File: src/rtl/dm_port_arbiter.sv
// Shares the data-memory port between the CPU MEM stage and a word-wide loader port.
// Optional performance counters are enabled by defining DM_ARB_PERF_EN.
module dm_port_arbiter #(
    parameter int STARVE_LIMIT = 8,
    parameter int CNT_W        = 32
) (
    input  logic             clk,
    input  logic             rst,
    input  logic             cpu_req_i,
    input  logic             cpu_we_i,
    input  logic [2:0]       cpu_op_i,
    input  logic [31:0]      cpu_addr_i,
    input  logic [31:0]      cpu_wdata_i,
    output logic [31:0]      cpu_rdata_o,
    output logic             cpu_stall_o,
    output logic             cpu_ade_o,
    input  logic             ld_req_i,
    input  logic             ld_we_i,
    input  logic [31:0]      ld_addr_i,
    input  logic [31:0]      ld_wdata_i,
    output logic             ld_gnt_o,
    output logic             ld_rvalid_o,
    output logic [31:0]      ld_rdata_o,
    output logic [31:0]      dm_addr_o,
    output logic [31:0]      dm_wdata_o,
    output logic             dm_we_o,
    output logic [3:0]       dm_be_o,
    output logic             dm_sign_o,
    input  logic [31:0]      dm_rdata_i,
    output logic [CNT_W-1:0] perf_cpu_o,
    output logic [CNT_W-1:0] perf_stall_o
);

    localparam logic [7:0] LIMIT = 8'(STARVE_LIMIT);

    logic       is_b;
    logic       is_h;
    logic       is_w;
    logic [3:0] cpu_be;
    logic       cpu_valid;
    logic       force_ld;
    logic       cpu_go;
    logic [7:0] cnt;

    assign is_b = (cpu_op_i == 3'b000) || (cpu_op_i == 3'b100);
    assign is_h = (cpu_op_i == 3'b001) || (cpu_op_i == 3'b101);
    assign is_w = (cpu_op_i == 3'b010);

    always_comb begin
        cpu_be = 4'b0000;
        unique case (1'b1)
            is_b:    cpu_be = 4'b0001 << cpu_addr_i[1:0];
            is_h:    cpu_be = cpu_addr_i[1] ? 4'b1100 : 4'b0011;
            is_w:    cpu_be = 4'b1111;
            default: cpu_be = 4'b0000;
        endcase
    end

    assign cpu_ade_o = cpu_req_i &
                       ((is_h & cpu_addr_i[0]) | (is_w & |cpu_addr_i[1:0]));

    // Misaligned or undefined ops never compete for the port.
    assign cpu_valid   = cpu_req_i & (is_b | is_h | is_w) & ~cpu_ade_o;
    assign force_ld    = ld_req_i & (cnt == LIMIT);
    assign ld_gnt_o    = ld_req_i & (force_ld | ~cpu_valid);
    assign cpu_go      = cpu_valid & ~force_ld;
    assign cpu_stall_o = cpu_valid & force_ld;
    assign cpu_rdata_o = dm_rdata_i;

    always_comb begin
        dm_addr_o  = 32'd0;
        dm_wdata_o = 32'd0;
        dm_we_o    = 1'b0;
        dm_be_o    = 4'b0000;
        dm_sign_o  = 1'b0;
        if (cpu_go) begin
            dm_addr_o  = cpu_addr_i;
            dm_wdata_o = cpu_wdata_i;
            dm_we_o    = cpu_we_i;
            dm_be_o    = cpu_be;
            dm_sign_o  = ~cpu_op_i[2];
        end else if (ld_gnt_o) begin
            dm_addr_o  = {ld_addr_i[31:2], 2'b00};
            dm_wdata_o = ld_wdata_i;
            dm_we_o    = ld_we_i;
            dm_be_o    = 4'b1111;
        end
    end

    // A forced grant clears the count, so the limit is never exceeded.
    always_ff @(posedge clk or posedge rst) begin
        if (rst) begin
            cnt <= 8'd0;
        end else if (ld_req_i & ~ld_gnt_o) begin
            cnt <= cnt + 8'd1;
        end else begin
            cnt <= 8'd0;
        end
    end

    always_ff @(posedge clk or posedge rst) begin
        if (rst) begin
            ld_rvalid_o <= 1'b0;
            ld_rdata_o  <= 32'd0;
        end else begin
            ld_rvalid_o <= ld_gnt_o & ~ld_we_i;
            if (ld_gnt_o & ~ld_we_i) begin
                ld_rdata_o <= dm_rdata_i;
            end
        end
    end

`ifdef DM_ARB_PERF_EN
    always_ff @(posedge clk or posedge rst) begin
        if (rst) begin
            perf_cpu_o   <= '0;
            perf_stall_o <= '0;
        end else begin
            if (cpu_go) begin
                perf_cpu_o <= perf_cpu_o + 1'b1;
            end
            if (cpu_stall_o) begin
                perf_stall_o <= perf_stall_o + 1'b1;
            end
        end
    end
`else
    assign perf_cpu_o   = '0;
    assign perf_stall_o = '0;
`endif

endmodule

File: config.mk
export PLATFORM = sky130hd
export DESIGN_NAME = dm_port_arbiter
export DESIGN_NICKNAME = d
export VERILOG_FILES = /design/src/rtl/dm_port_arbiter.sv
export SDC_FILE = /design/constraint.sdc
export NUM_CORES = 1
export LEC_CHECK = 0
export CAP_MARGIN = 20
export CORE_AREA = 2 2 143 145
export CTS_CLUSTER_SIZE = 12
export DETAILED_ROUTE_END_ITERATION = 6
export DIE_AREA = 0 0 145 147
export PLACE_DENSITY_LB_ADDON = 0.05
export SLEW_MARGIN = 40
export SYNTH_ARGS = -nofsm -noshare
export SYNTH_HDL_FRONTEND = slang
export SYNTH_SLANG_ARGS = --single-unit
File: constraint.sdc
create_clock -name clk -period 2.8 [get_ports clk]
set_input_delay 0.56 -clock clk [delete_from_list [all_inputs] [get_ports clk]]
set_output_delay 0.56 -clock clk [all_outputs]
set_load 0.01 [all_outputs]
## Word level (Yosys, flattened, before mapping)

Cells that the tools add are included.

- Register bits: 41
- Output and inout bits: 202

- Add/subtract/negate cells: 1
- Reduce and logical (&&, ||, !) cells: 4
- Shift operators: 1
- Bitwise gates (word level): 21
- Mux-type cells: 12
- Equality and inequality tests: 5

Operator list:

| kind | count |
|---|---|
| 32-bit 2-to-1 mux | 4 |
| 4-bit 2-to-1 mux | 3 |
| 4-bit case mux with 3 select lines | 1 |
| 1-bit AND | 11 |
| 8-bit by 1-bit adder with 8-bit output, second input constant | 1 |
| 8-bit by 4-bit equality test with 1-bit output, second input constant | 1 |
| 8-bit 2-to-1 mux | 1 |
| 3-bit equality test, second input constant | 2 |
| 1-bit inverter | 6 |
| 1-bit bitwise OR | 4 |
| 1-bit by 2-bit left shift with 4-bit output, first input constant | 1 |
| 3-bit by 1-bit equality test with 1-bit output, second input constant | 1 |
| 3-bit by 2-bit equality test with 1-bit output, second input constant | 1 |
| 3-bit zero test | 1 |
| 1-bit 2-to-1 mux | 3 |
| 1-bit logical OR | 2 |
| 2-bit OR reduction | 1 |

## Depth between registers and ports, before layout

Gate-level depths: netlist of the first run.

- Depth in word-level cells: 13
- Depth in mapped cells: 8

## Least setup slack after synthesis of the first run

Ideal clock, no wire load.

- Path type: input port to output port
- Start point: input cpu_op_i[2]
- End point: output dm_addr_o[10]
- Arrival time: 2100 ps
- Slack: 140 ps
- Stages: 6
- Path through: or4_4 -> a221oi_4 -> buf_2 -> buf_2 -> nand2_1 -> o21ai_0

- Longest elaborated chain between the ends: 12

Ends and longest elaborated chain:

| element | RTL line | text |
|---|---|---|
| from (decl) | 11 | `input logic [2:0] cpu_op_i,` |
| 3-bit by 1-bit equality test with 1-bit output or 3-bit equality test (tied branches) | 46 | `assign is_h = (cpu_op_i == 3'b001) \|\| (cpu_op_i == 3'b101);` |
| 1-bit logical OR | 46 |  |
| 1-bit AND | 60 | `((is_h & cpu_addr_i[0]) \| (is_w & \|cpu_addr_i[1:0]));` |
| 1-bit bitwise OR | 60 |  |
| 1-bit AND | 59 | `assign cpu_ade_o = cpu_req_i &` |
| 1-bit inverter | 63 | `assign cpu_valid = cpu_req_i & (is_b \| is_h \| is_w) & ~cpu_ade_o;` |
| 1-bit AND (*) | 63 |  |
| 1-bit inverter | 65 | `assign ld_gnt_o = ld_req_i & (force_ld \| ~cpu_valid);` |
| 1-bit bitwise OR | 65 |  |
| 1-bit AND | 65 |  |
| 32-bit 2-to-1 mux | 82 | `end else if (ld_gnt_o) begin` |
| 32-bit 2-to-1 mux (*) | 76 | `if (cpu_go) begin` |
| to (decl) | 24 | `output logic [31:0] dm_addr_o,` |

Mark *: on every way between the ends. The rest lies on a longest branch, timed or not.

## Worst setup path in the final report of the first run

- Start point: input cpu_addr_i[0]
- End point: output dm_addr_o[5]

- Longest elaborated chain between the ends: 11

Ends and longest elaborated chain:

| element | RTL line | text |
|---|---|---|
| from (decl) | 12 | `input logic [31:0] cpu_addr_i,` |
| 2-bit OR reduction | 60 |  |
| 1-bit AND | 60 |  |
| 1-bit bitwise OR (*) | 60 |  |
| 1-bit AND (*) | 59 |  |
| 1-bit inverter (*) | 63 |  |
| 1-bit AND (*) | 63 |  |
| 1-bit inverter | 65 |  |
| 1-bit bitwise OR | 65 |  |
| 1-bit AND | 65 |  |
| 32-bit 2-to-1 mux | 82 |  |
| 32-bit 2-to-1 mux (*) | 76 |  |

Marks and branches as above.

==> PnR_summary.wiki, run 1 <==
{| class="wikitable"
! Metric !! Value
|-
| Count of unresolved DRC violations after routing || 0
|-
| EDFF count, synth || 0
|-
| CTS Sinks || 41
|-
| Fraction of power consumed by combinational cells || 43.8%
|-
| Avg WL per Cell || 14.9 um
|-
| H-tree levels || 2
|-
| Global-route wire length before repair || 22,100 um
|-
| Total standard cell area after synthesis || 3400 um^2
|-
| Number of synthesized register bits || 41
|-
| Area post-placement || 6440 um^2
|-
| Setup Crit Path Kind || in2out
|-
| Path class of the lowest-slack min-delay path || reg2reg
|-
| Hold Fails Final Rpt || 0
|-
| Util after Layout || 33.8%
|-
| Post-synth top flop || sky130_fd_sc_hd__dfrtp_1
|-
| Clock Tree Buf Depth || 2
|-
| First drt pass iteration count || 4
|-
| Data arrival time of the critical path || 2.35 ns
|-
| Detailed-route via count || 3,804
|-
| Syn. warnings || 0
|-
| Unique masters post-synth || 30
|-
| Clock tree from TritonCTS || done
|-
| PnR worst setup slack || -0.108 ns
|-
| Hold Crit Start || ld_rdata_o[24]
|-
| Share of the clock period used by the worst path after layout || 104%
|-
| Worst Setup SP || cpu_addr_i[0]
|-
| Relative area change from synthesis to final layout || 97.2%
|-
| Shortest clock period the worst path allows after layout || 2.91 ns
|-
| Count of max-cap constraint violations || 0
|-
| I/O pin count || 371
|-
| Max Transition Viols Final || 0
|-
| Area of the core region || 19,800 um^2
|-
| Switch share || 29.3%
|-
| Overall routing resource usage || 13.3%
|-
| Clock latency on the worst-skew pair || 0.28 ns
|-
| Critical Path, Cell by Cell || buf_6 > or4_4 > a221oi_4 > buf_6 > buf_12 > buf_12 > buf_8 > nand2_2 > o21ai_1 > buf_2
|-
| Clock group share of total power || 27.2%
|-
| Slew at the pin closest to its max-slew limit || 0.722 ns
|-
| Run status || finished with violations
|-
| Initial core utilization || 17.2%
|-
| Post-detailed-placement half-perimeter wirelength || 12,200 um
|-
| Simple-gate area share of the yosys netlist || 19.9%
|-
| Post-synthesis sequential area ratio || 30.1%
|-
| Vias/cell || 3.76
|-
| Peak ir drop on the vdd network || 191 uV
|-
| Async SR Flop Fraction || 100%
|-
| Worst-path fanout max || 6
|-
| Detailed router's first-iteration violation count || 78
|-
| Master cell of the clock root buffer || sky130_fd_sc_hd__clkbuf_16
|-
| Most common cell after layout, fill and taps aside || sky130_fd_sc_hd__clkdlybuf4s50_1
|-
| DIE WIDTH || 145 um
|-
| Pwr per Cell Area || 368 nW/um^2
|-
| Number of standard cells after synthesis || 445
|-
| Final count of negative-setup-slack endpoints || 57
|-
| Unrepaired setup endpoints after global routing || true
|-
| # port buffers || 304
|-
| Area share of xor/xnor cells in the synthesized design || 1.54%
|-
| Reported leakage power || 0.00298 uW
|-
| Power Internal || 1750 uW
|-
| Number of buffers inserted during clock tree synthesis || 5
|-
| Violations in the final reports || setup timing
|-
| Vias in the first global route || 3,747
|-
| Capturing element type of the critical path || output port
|-
| Die extent in y || 147 um
|-
| Post-synthesis mux area share || 10.6%
|-
| Arithmetic-cell share of the synthesized area counting full adders, half adders and majority gates || 0.735%
|-
| Source of the worst register-to-register timing path || cnt[1]
|-
| Kind of start point of the critical path || input port
|-
| Register share of total power || 29.0%
|-
| Reported net switching power || 724 uW
|-
| Number of rows in the core area || 52
|-
| Leading cell types in the layout, fill and taps excluded || 227 x sky130_fd_sc_hd__clkdlybuf4s50_1, 112 x sky130_fd_sc_hd__nand2_1, 65 x sky130_fd_sc_hd__buf_2
|-
| Die area || 21,300 um^2
|-
| Compound-gate portion of the synthesized area || 11.6%
|-
| Largest incremental delay on the critical path || 0.55 ns
|-
| Pin count of the biggest net entering global routing || 69
|-
| Overflow left after global routing || 0
|-
| Highest attainable clock frequency || 344 MHz
|-
| Register clock-pin slew on the reported worst setup and hold paths || 0.06 ns
|-
| Rel. slew slack || 51.9%
|-
| Antenna violations before repair || 2
|-
| WL final || 15,100 um
|-
| Post-Synthesis Mean Instance Area || 7.65 um^2
|-
| Combinational family with the most area after synthesis || buffers and inverters
|-
| Share of post-route cells with drive strength above 1 || 22.3%
|-
| Fin Clk Skew || 0.00393 ns
|-
| Final nets || 910
|-
| Routability cong. || 0.801
|-
| Required time of the critical path || 2.24 ns
|-
| Cell with the biggest individual delay on the critical path || sky130_fd_sc_hd__or4_4
|-
| Count of nets left with antenna violations after detail routing || 0
|-
| Post-route design area || 6710 um^2
|}
[cells by family after synthesis]
family	count (synthesis)
multiplexers	32
flip-flops	41
XOR/XNOR	6
AO/OA/AOI/OAI	72
other	1
buffers and inverters	128
AND/OR/NAND/NOR	163
adder cells (fa/ha/maj)	2
[state kept, by name, summed over array words and instances (netlist names)]
| register | flops |
|---|---|
| ld_rvalid_o | 1 |
| cnt | 8 |
| ld_rdata_o | 32 |
[synth_stat cells (2+ instances only)]
| cell | count | area share (%) |
|---|---|---|
| sky130_fd_sc_hd__nand2_1 | 131 | 14 |
| sky130_fd_sc_hd__buf_4 | 99 | 22 |
| sky130_fd_sc_hd__dfrtp_1 | 41 | 30 |
| sky130_fd_sc_hd__o21ai_1 | 38 | 5.6 |
| sky130_fd_sc_hd__mux2_1 | 32 | 11 |
| sky130_fd_sc_hd__o21ai_0 | 25 | 3.7 |
| sky130_fd_sc_hd__clkbuf_1 | 15 | 1.7 |
| sky130_fd_sc_hd__nor2_1 | 12 | 1.3 |
| sky130_fd_sc_hd__buf_2 | 8 | 1.2 |
| sky130_fd_sc_hd__inv_1 | 6 | 0.66 |
| sky130_fd_sc_hd__a21oi_1 | 4 | 0.59 |
| sky130_fd_sc_hd__and3_1 | 4 | 0.74 |
| sky130_fd_sc_hd__and2_1 | 3 | 0.55 |
| sky130_fd_sc_hd__nand3_1 | 3 | 0.44 |
| sky130_fd_sc_hd__nor2b_1 | 3 | 0.55 |
| sky130_fd_sc_hd__xnor2_1 | 3 | 0.77 |
| sky130_fd_sc_hd__xor2_1 | 3 | 0.77 |
| sky130_fd_sc_hd__ha_1 | 2 | 0.74 |
| sky130_fd_sc_hd__nand3b_1 | 2 | 0.44 |
[per-stage QoR]
step           setup WS [ns]  instances  hold slack, ns  total power, uW  TNS (ns)
3_3_place_gp          -0.997        985           0.473             1810    -73.13
5_1_grt               -0.166       1011           0.500             2610     -7.47
6_report              -0.108       1012           0.489             2470     -1.75
3_5_place_dp          -0.971        985           0.480             1810    -72.99
2_1_floorplan          0.140        508           0.446             1180         0
4_1_cts               -0.334       1015           0.494             2510     -4.48
[per-layer routing]
layer / wire (um) / GRT usage [%]
met5: 13 / 0
met4: 151 / 2.62
met3: 1720 / 6.30
met2: 7680 / 24.0
met1: 5530 / 14.4
[what timing repair did]
| item | 4_1_cts | 5_1_grt |
|---|---|---|
| gates cloned | 5 | 1 |
| pin swaps | 5 | 20 |
| gates resized for setup | 370 | 58 |
| buffers inserted | 17 | 7 |
| setup endpoints to repair | 105 | 72 |
| hold buffers | 0 | 0 |
[power by group through the flow]
stage | logic (uW) | registers, uW | clock network [uW]
floorplan | 407 | 770 | 0
global placement | 1090 | 725 | 0
detailed placement | 1080 | 728 | 0
CTS | 1090 | 717 | 701
global route | 1170 | 728 | 721
finish | 1080 | 716 | 673
[critical path: cells and delay by family]
family / cells / cell delay [ns]
compound gates: 2 / 0.43
buf+inv: 6 / 0.75
simple gates: 2 / 0.59
[final timing paths]
path / end / slack [ns] / cells after the start
max: dm_addr_o[5] / -0.11 / 10
min: ld_rdata_o[24] / 0.49 / 1
max reg2reg: ld_rdata_o[10] / 0.45 / 9
min reg2reg: ld_rdata_o[24] / 0.49 / 1
max in group asynchronous: ld_rdata_o[26] / 1.51 / 3
min in group asynchronous: ld_rdata_o[25] / 0.60 / 2
[layout make-up]
class,instances,area (um^2)
Antenna cell,2,5.00
Inverter,6,22.5
Fill cell,2111,13100
Sequential cell,41,1030
Tap cell,270,338
Clock inverter,2,37.5
Clock buffer,6,139
Multi-Input combinational cell,339,1920
Timing Repair Buffer,346,3230
(Power assumes the default switching activity.)
==> run 2, diff against run 1 <==
ABC_AREA = 1   (was not set)
==> PnR_summary.wiki, run 2 <==
{| class="wikitable"
! Metric !! Value
|-
| Clock Tree Buf Depth || 2 (unchanged)
|-
| Shortest clock period the worst path allows after layout || 2.68 ns (-0.227 ns)
|-
| Path class of the lowest-slack min-delay path || reg2reg
|-
| Util after Layout || 33.6% (-0.18 points)
|-
| Ranking of synthesized cells by instance count || 266 x sky130_fd_sc_hd__nand2_1, 105 x sky130_fd_sc_hd__buf_4, 41 x sky130_fd_sc_hd__dfrtp_1
|-
| Peak ir drop on the vdd network || 211 uV (+10%)
|-
| Pin count of the biggest net entering global routing || 35 (-49%)
|-
| Kind of cell adding the most delay to the critical path || buffers and inverters
|-
| Die area || 21,300 um^2 (unchanged)
|-
| Number of standard cells in the layout, taps in and fillers out || 1,089 (+7.6%)
|-
| Hold Fails Final Rpt || 0 (unchanged)
|-
| Detailed-route via count || 4,125 (+8.4%)
|-
| Clock tree from TritonCTS || done
|-
| WL final || 16,700 um (+10%)
|-
| Share of post-route cells with drive strength above 1 || 7.33% (-15 points)
|-
| Number of cells on the critical path || 12 (+2)
|-
| Detailed router's first-iteration violation count || 121 (+55%)
|-
| Master cell of the clock root buffer || sky130_fd_sc_hd__clkbuf_16
|-
| CTS Sinks || 41 (unchanged)
|-
| Total buffers and inverters traversed by the critical path || 6 (unchanged)
|-
| Total standard cell area after synthesis || 3430 um^2 (+0.92%)
|-
| Area of the core region || 19,800 um^2 (unchanged)
|-
| Final nets || 989 (+8.7%)
|-
| Cell occurring most often along the worst timing path || sky130_fd_sc_hd__nand2_1
|-
| Post-Place Setup Slack || -0.404 ns (+0.567 ns)
|-
| Number of buffers inserted during clock tree synthesis || 5 (unchanged)
|-
| Largest register by flop count || ld_rdata_o
|-
| Capturing element type of the critical path || output port
|-
| Post-synth top flop || sky130_fd_sc_hd__dfrtp_1
|-
| Unique masters post-synth || 22 (-27%)
|-
| Post-Synthesis Mean Instance Area || 6.46 um^2 (-16%)
|-
| PnR worst setup slack || 0.119 ns (+0.227 ns)
|-
| Number of rows in the core area || 52 (unchanged)
|-
| Count of unresolved DRC violations after routing || 0 (unchanged)
|-
| Syn. warnings || 0 (unchanged)
|-
| Reported leakage power || 0.00345 uW (+16%)
|-
| Pwr per Cell Area || 364 nW/um^2 (-1.2%)
|-
| Final count of negative-setup-slack endpoints || 0 (-100%)
|-
| Avg WL per Cell || 15.3 um (+2.6%)
|-
| Kind of start point of the critical path || input port
|-
| Required time of the critical path || 2.24 ns (about the same)
|-
| Max FFs per register || 32 (unchanged)
|-
| Setup slack of the most critical reg-to-reg path || 0.76 ns (+0.31 ns)
|-
| Worst-path fanout max || 17 (+11)
|-
| Overflow left after global routing || 0 (unchanged)
|-
| Number of standard cells after synthesis || 532 (+20%)
|-
| DIE WIDTH || 145 um (unchanged)
|-
| Antenna violations before repair || 1 (-1)
|-
| Run status || finished, final reports clean
|-
| Area share of the leading cell type in the synthesized netlist || 29.9% (-0.27 points)
|-
| Count of nets left with antenna violations after detail routing || 0 (unchanged)
|-
| Register clock-pin slew on the reported worst setup and hold paths || 0.05 ns (about the same)
|-
| Overall routing resource usage || 14.4% (+1.0 points)
|-
| Highest attainable clock frequency || 373 MHz (+8.5%)
|-
| Source of the worst register-to-register timing path || cnt[1]
|-
| Initial core utilization || 17.3% (+0.16 points)
|-
| Leading cell types in the layout, fill and taps excluded || 263 x sky130_fd_sc_hd__nand2_1, 226 x sky130_fd_sc_hd__clkdlybuf4s50_1, 64 x sky130_fd_sc_hd__conb_1
|-
| Critical Path End || dm_addr_o[26]
|-
| Most common cell after layout, fill and taps aside || sky130_fd_sc_hd__nand2_1
|-
| Number of cells on the worst reg-to-reg path || 12 (+3)
|-
| Critical Path, Cell by Cell || dlygate4sd2_1 > o21ai_1 > nand2_1 > inv_1 > nand3_4 > nand2_4 > clkinv_4 > buf_4 > buf_12 > nand2_1 > nand2_1 > dlygate4sd2_1
|-
| Relative area change from synthesis to final layout || 94.4%
|-
| Worst Setup SP || cpu_op_i[0]
|-
| Routability cong. || 0.850 (+6.1%)
|-
| Clock latency on the worst-skew pair || 0.28 ns (about the same)
|-
| Largest regs || ld_rdata_o: 32 flops, cnt: 8 flops, ld_rvalid_o: 1 flops
|-
| Post-detailed-placement half-perimeter wirelength || 13,600 um (+11%)
|-
| Post-synthesis sequential area ratio || 29.9% (-0.27 points)
|-
| I/O pin count || 371 (unchanged)
|-
| Top area cells in the synthesized netlist || sky130_fd_sc_hd__dfrtp_1 30%, sky130_fd_sc_hd__nand2_1 29%, sky130_fd_sc_hd__buf_4 23%
|-
| Data arrival time of the critical path || 2.12 ns (-0.23 ns)
|-
| Cell with the biggest individual delay on the critical path || sky130_fd_sc_hd__dlygate4sd2_1
|-
| H-tree levels || 2 (unchanged)
|-
| Vias/cell || 3.79 (+0.77%)
|-
| Vias in the first global route || 3,909 (+4.3%)
|-
| Setup Crit Path Kind || in2out
|-
| Cell depth of the worst hold path || 2 (+1)
|-
| Largest incremental delay on the critical path || 0.28 ns (-0.27 ns)
|-
| First drt pass iteration count || 4 (unchanged)
|-
| Number of synthesized register bits || 41 (unchanged)
|-
| Count of max-cap constraint violations || 0 (unchanged)
|-
| Max Transition Viols Final || 0 (unchanged)
|-
| Post-synthesis cell type with the largest combined area || sky130_fd_sc_hd__dfrtp_1
|-
| Fin Clk Skew || 0.00375 ns (-0.000188 ns)
|-
| Count leader, synth || sky130_fd_sc_hd__nand2_1
|-
| # port buffers || 304 (unchanged)
|-
| Async SR Flop Fraction || 100% (unchanged)
|-
| Share of the clock period used by the worst path after layout || 95.7% (-8.1 points)
|-
| Global-route wire length before repair || 23,900 um (+7.7%)
|-
| Die extent in y || 147 um (unchanged)
|-
| Reg2reg end || ld_rdata_o[11]
|-
| Number of placed instances with taps included || 1,073 (+8.9%)
|-
| EDFF count, synth || 0 (unchanged)
|}
run 2: layout make-up:
| cell class | instances | area [um^2] |
|---|---|---|
| Antenna cell | 1 | 2.50 |
| Clock buffer | 5 | 125 |
| Clock inverter | 2 | 35.0 |
| Fill cell | 2183 | 13200 |
| Inverter | 23 | 96.3 |
| Multi-Input combinational cell | 409 | 1720 |
| Sequential cell | 41 | 1030 |
| Tap cell | 270 | 338 |
| Timing Repair Buffer | 338 | 3330 |
run 2: logic make-up (layout without fill, tap and decap cells):
group / count (synthesis) / after routing / synth area share, %
AO/OA/AOI/OAI: 14 / 14 / 2.15
XOR/XNOR: 3 / 3 / 0.765
adder cells (fa/ha/maj): 2 / 2 / 0.728
buffers and inverters: 145 / 368 / 27.7
flip-flops: 41 / 41 / 29.9
other: 1 / 65 / 0.109
AND/OR/NAND/NOR: 326 / 326 / 38.7
run 2: worst min-delay path: stages (launching register included):
cell and delay [ns]:
sky130_fd_sc_hd__dfrtp_1 0.34, sky130_fd_sc_hd__nand2_1 0.05, sky130_fd_sc_hd__nand2_1 0.05
run 2: worst min path at each step:
stage | startpoint | to | slack (ns)
after floorplan | cnt[0] | cnt[0] | 0.45
after global placement | ld_rdata_o[18] | ld_rdata_o[18] | 0.45
after detailed placement | ld_rdata_o[1] | ld_rdata_o[1] | 0.46
after CTS | ld_rdata_o[1] | ld_rdata_o[1] | 0.47
after global routing | ld_rdata_o[28] | ld_rdata_o[28] | 0.48
final | ld_rdata_o[1] | ld_rdata_o[1] | 0.47
run 2: metrics by stage:
stage / setup TNS [ns] / hold WS [ns] / instance area (um^2) / total power, uW
floorplan: 0 / 0.454 / 3670 / 1190
detailed placement: -20.91 / 0.457 / 6460 / 1850
CTS: -1.10 / 0.471 / 6590 / 2460
finish: 0 / 0.467 / 6680 / 2430
global placement: -21.17 / 0.452 / 6460 / 1850
global route: -0.00213 / 0.482 / 6680 / 2570
run 2: repair_timing:
action	in CTS	in global routing
endpoints found under the setup margin	72	68
hold buffers	0	0
pin swaps	0	5
buffers inserted	3	4
gates resized for setup	90	22
cloned	0	1
run 2: power by group:
part	total, uW	leakage, uW	internal [uW]	switching (uW)
Clock	636	0.0000797	414	222
Combinational	1080	0.00285	589	490
Sequential	713	0.000522	671	42.0
Total	2430	0.00345	1670	754
run 2: routing by layer:
metal	vias up	track usage, %	share of wire [%]
met5	-	0	0
met4	0	2.62	0.73
met3	6	3.35	6.9
met2	190	26.1	52
met1	1866	17.5	41
li1	2063	-	-
==> patch: new RTL, flow settings as in run 2 <==
Build with the macro `DM_ARB_PERF_EN` defined.
--- a/src/rtl/dm_port_arbiter.sv
+++ b/src/rtl/dm_port_arbiter.sv
@@ -1,5 +1,7 @@
 // Shares the data-memory port between the CPU MEM stage and a word-wide loader port.
 // Optional performance counters are enabled by defining DM_ARB_PERF_EN.
+`define DM_ARB_PERF_EN
+
 module dm_port_arbiter #(
     parameter int STARVE_LIMIT = 8,
     parameter int CNT_W        = 32
Behaviour: not the same (Yosys sat finds a counterexample within 4 cycles, from zero or initial values and one cycle with rst high).
==> patch against run 2 <==
- clock skew up 8.9 ps
- critical path type is now reg2out
- via count increased by 92%
- worst setup slack got worse by 14 ps
- design area up 70%
- synthesized area rose by 110%
- first-iteration DRC count rose to 3.0 times the old value
- power up 76%
- sequential cell count rose by 64
- routed wire length increased by 53%
- final cell count increased by 58%
==> patch: results (changes against run 2) <==
- The startpoint identified for the worst hold timing path is ld_rdata_o[3]$_DFFE_PP0P_.
* Synthesized-area fraction occupied by ao, oa, aoi and oai cells: 2.47% (+0.32 points)
- In this run the critical register-to-register path is captured at ld_rdata_o[8]$_DFFE_PP0P_.
* Met2 wire len: 12.4 mm (+45%)
- GP Congestion: 0.886 (+4.2%)
* Largest stage delay on the critical path: 400 ps (+120 ps)
* Critical path class: reg2out
- Clock-net power: 1.25 mW (+97%)
- The critical path ends at dm_wdata_o[28].
* Worst VDD drop: 0.273 mV (+29%)
- The minimum setup slack among reg-to-reg paths came to 440 ps (-320 ps).
- Port Buf Inserts: 368 (+21%)
- Grt met1 use: 29.7% (+12 points)
- Seq/Total Area, Yosys: 37.3% (+7.4 points)
* Grt met2 use: 41.0% (+15 points)
* Clock latency at the later pin of the worst-skew pair: 360 ps (+80 ps)
* Worst path setup slack after routing: 106 ps (-13.7 ps)
- Area contributors post-synth: sky130_fd_sc_hd__dfrtp_1 (37%), sky130_fd_sc_hd__nand2_1 (31%), sky130_fd_sc_hd__nor2_1 (6.3%)
- Netlist cell types: 29 (+32%)
- Vias in the first global route: 7,426 (+90%)
- Outcome: completed
* Synth Area in XOR/XNOR: 2.74% (+2.0 points)
* Fraction of final layout cells sized beyond drive strength 1: 7.12% (-0.21 points)
* First-iteration detailed-routing DRC count: 361 (+200%)
- The path with the worst hold slack has its endpoint at ld_rdata_o[3]$_DFFE_PP0P_.
- Post-placement cell count: 1,688 (+57%)
- The net total in the final layout came to 1,614 (+63%).
- Clock transition at path regs: 70 ps (+20 ps)
* Met1 WL: 10.8 mm (+59%)
- The placed wire-length estimate after detailed placement was 19.6 mm (+44%).
- The total routing resource utilization after global routing came to 23.7% (+9.3 points).
- Routed wl met3: 1.70 mm (+48%)
- CTS buffer count: 9 (+4)
- The worst setup slack after placement is -431 ps (-27.0 ps).
* Adder-cell area share of the yosys netlist: 0.711% (-0.018 points)
- Gate Count Post-Synth: 1,090 (+100%)
- The first-pass detailed-route iteration total was 5 (+1).
* Cell leakage power: 5.37 nW (+56%)
- The cell area reported after detailed placement is 0.0109 mm2 (+69%).
* Largest net degree at the start of global routing: 63 (+80%)
- The largest fanout of any net on the critical path is 10 (-7).
[patch: cell type report]
type / count / area (um2)
Fill cell: 1926 / 8510
Timing Repair Buffer: 410 / 4110
Multi-Input combinational cell: 852 / 3710
Sequential cell: 105 / 2630
Tap cell: 270 / 338
Inverter: 62 / 244
Clock buffer: 9 / 225
Clock inverter: 7 / 67.6
Timing Repair inverter: 1 / 3.75
Antenna cell: 1 / 2.50
[patch: stage by stage]
step	hold slack (ps)	setup TNS, ps
finish	470	0
global route	493	-18.5
CTS	476	0
detailed placement	458	-27060
global placement	452	-25730
floorplan	450	0
[patch: timing repair]
action                     CTS  global route
setup buffers                5             4
setup endpoints to repair   71            40
resized for setup          115            22
cloned                       3             0
pin swaps                    4             4
[patch: critical path, delay by kind of cell (launching register included)]
| kind | cells | cell delay (ps) |
|---|---|---|
| buffers and inverters | 5 | 720 |
| AND/OR/NAND/NOR | 6 | 470 |
| flip-flops | 1 | 400 |
| adder cells (fa/ha/maj) | 1 | 190 |
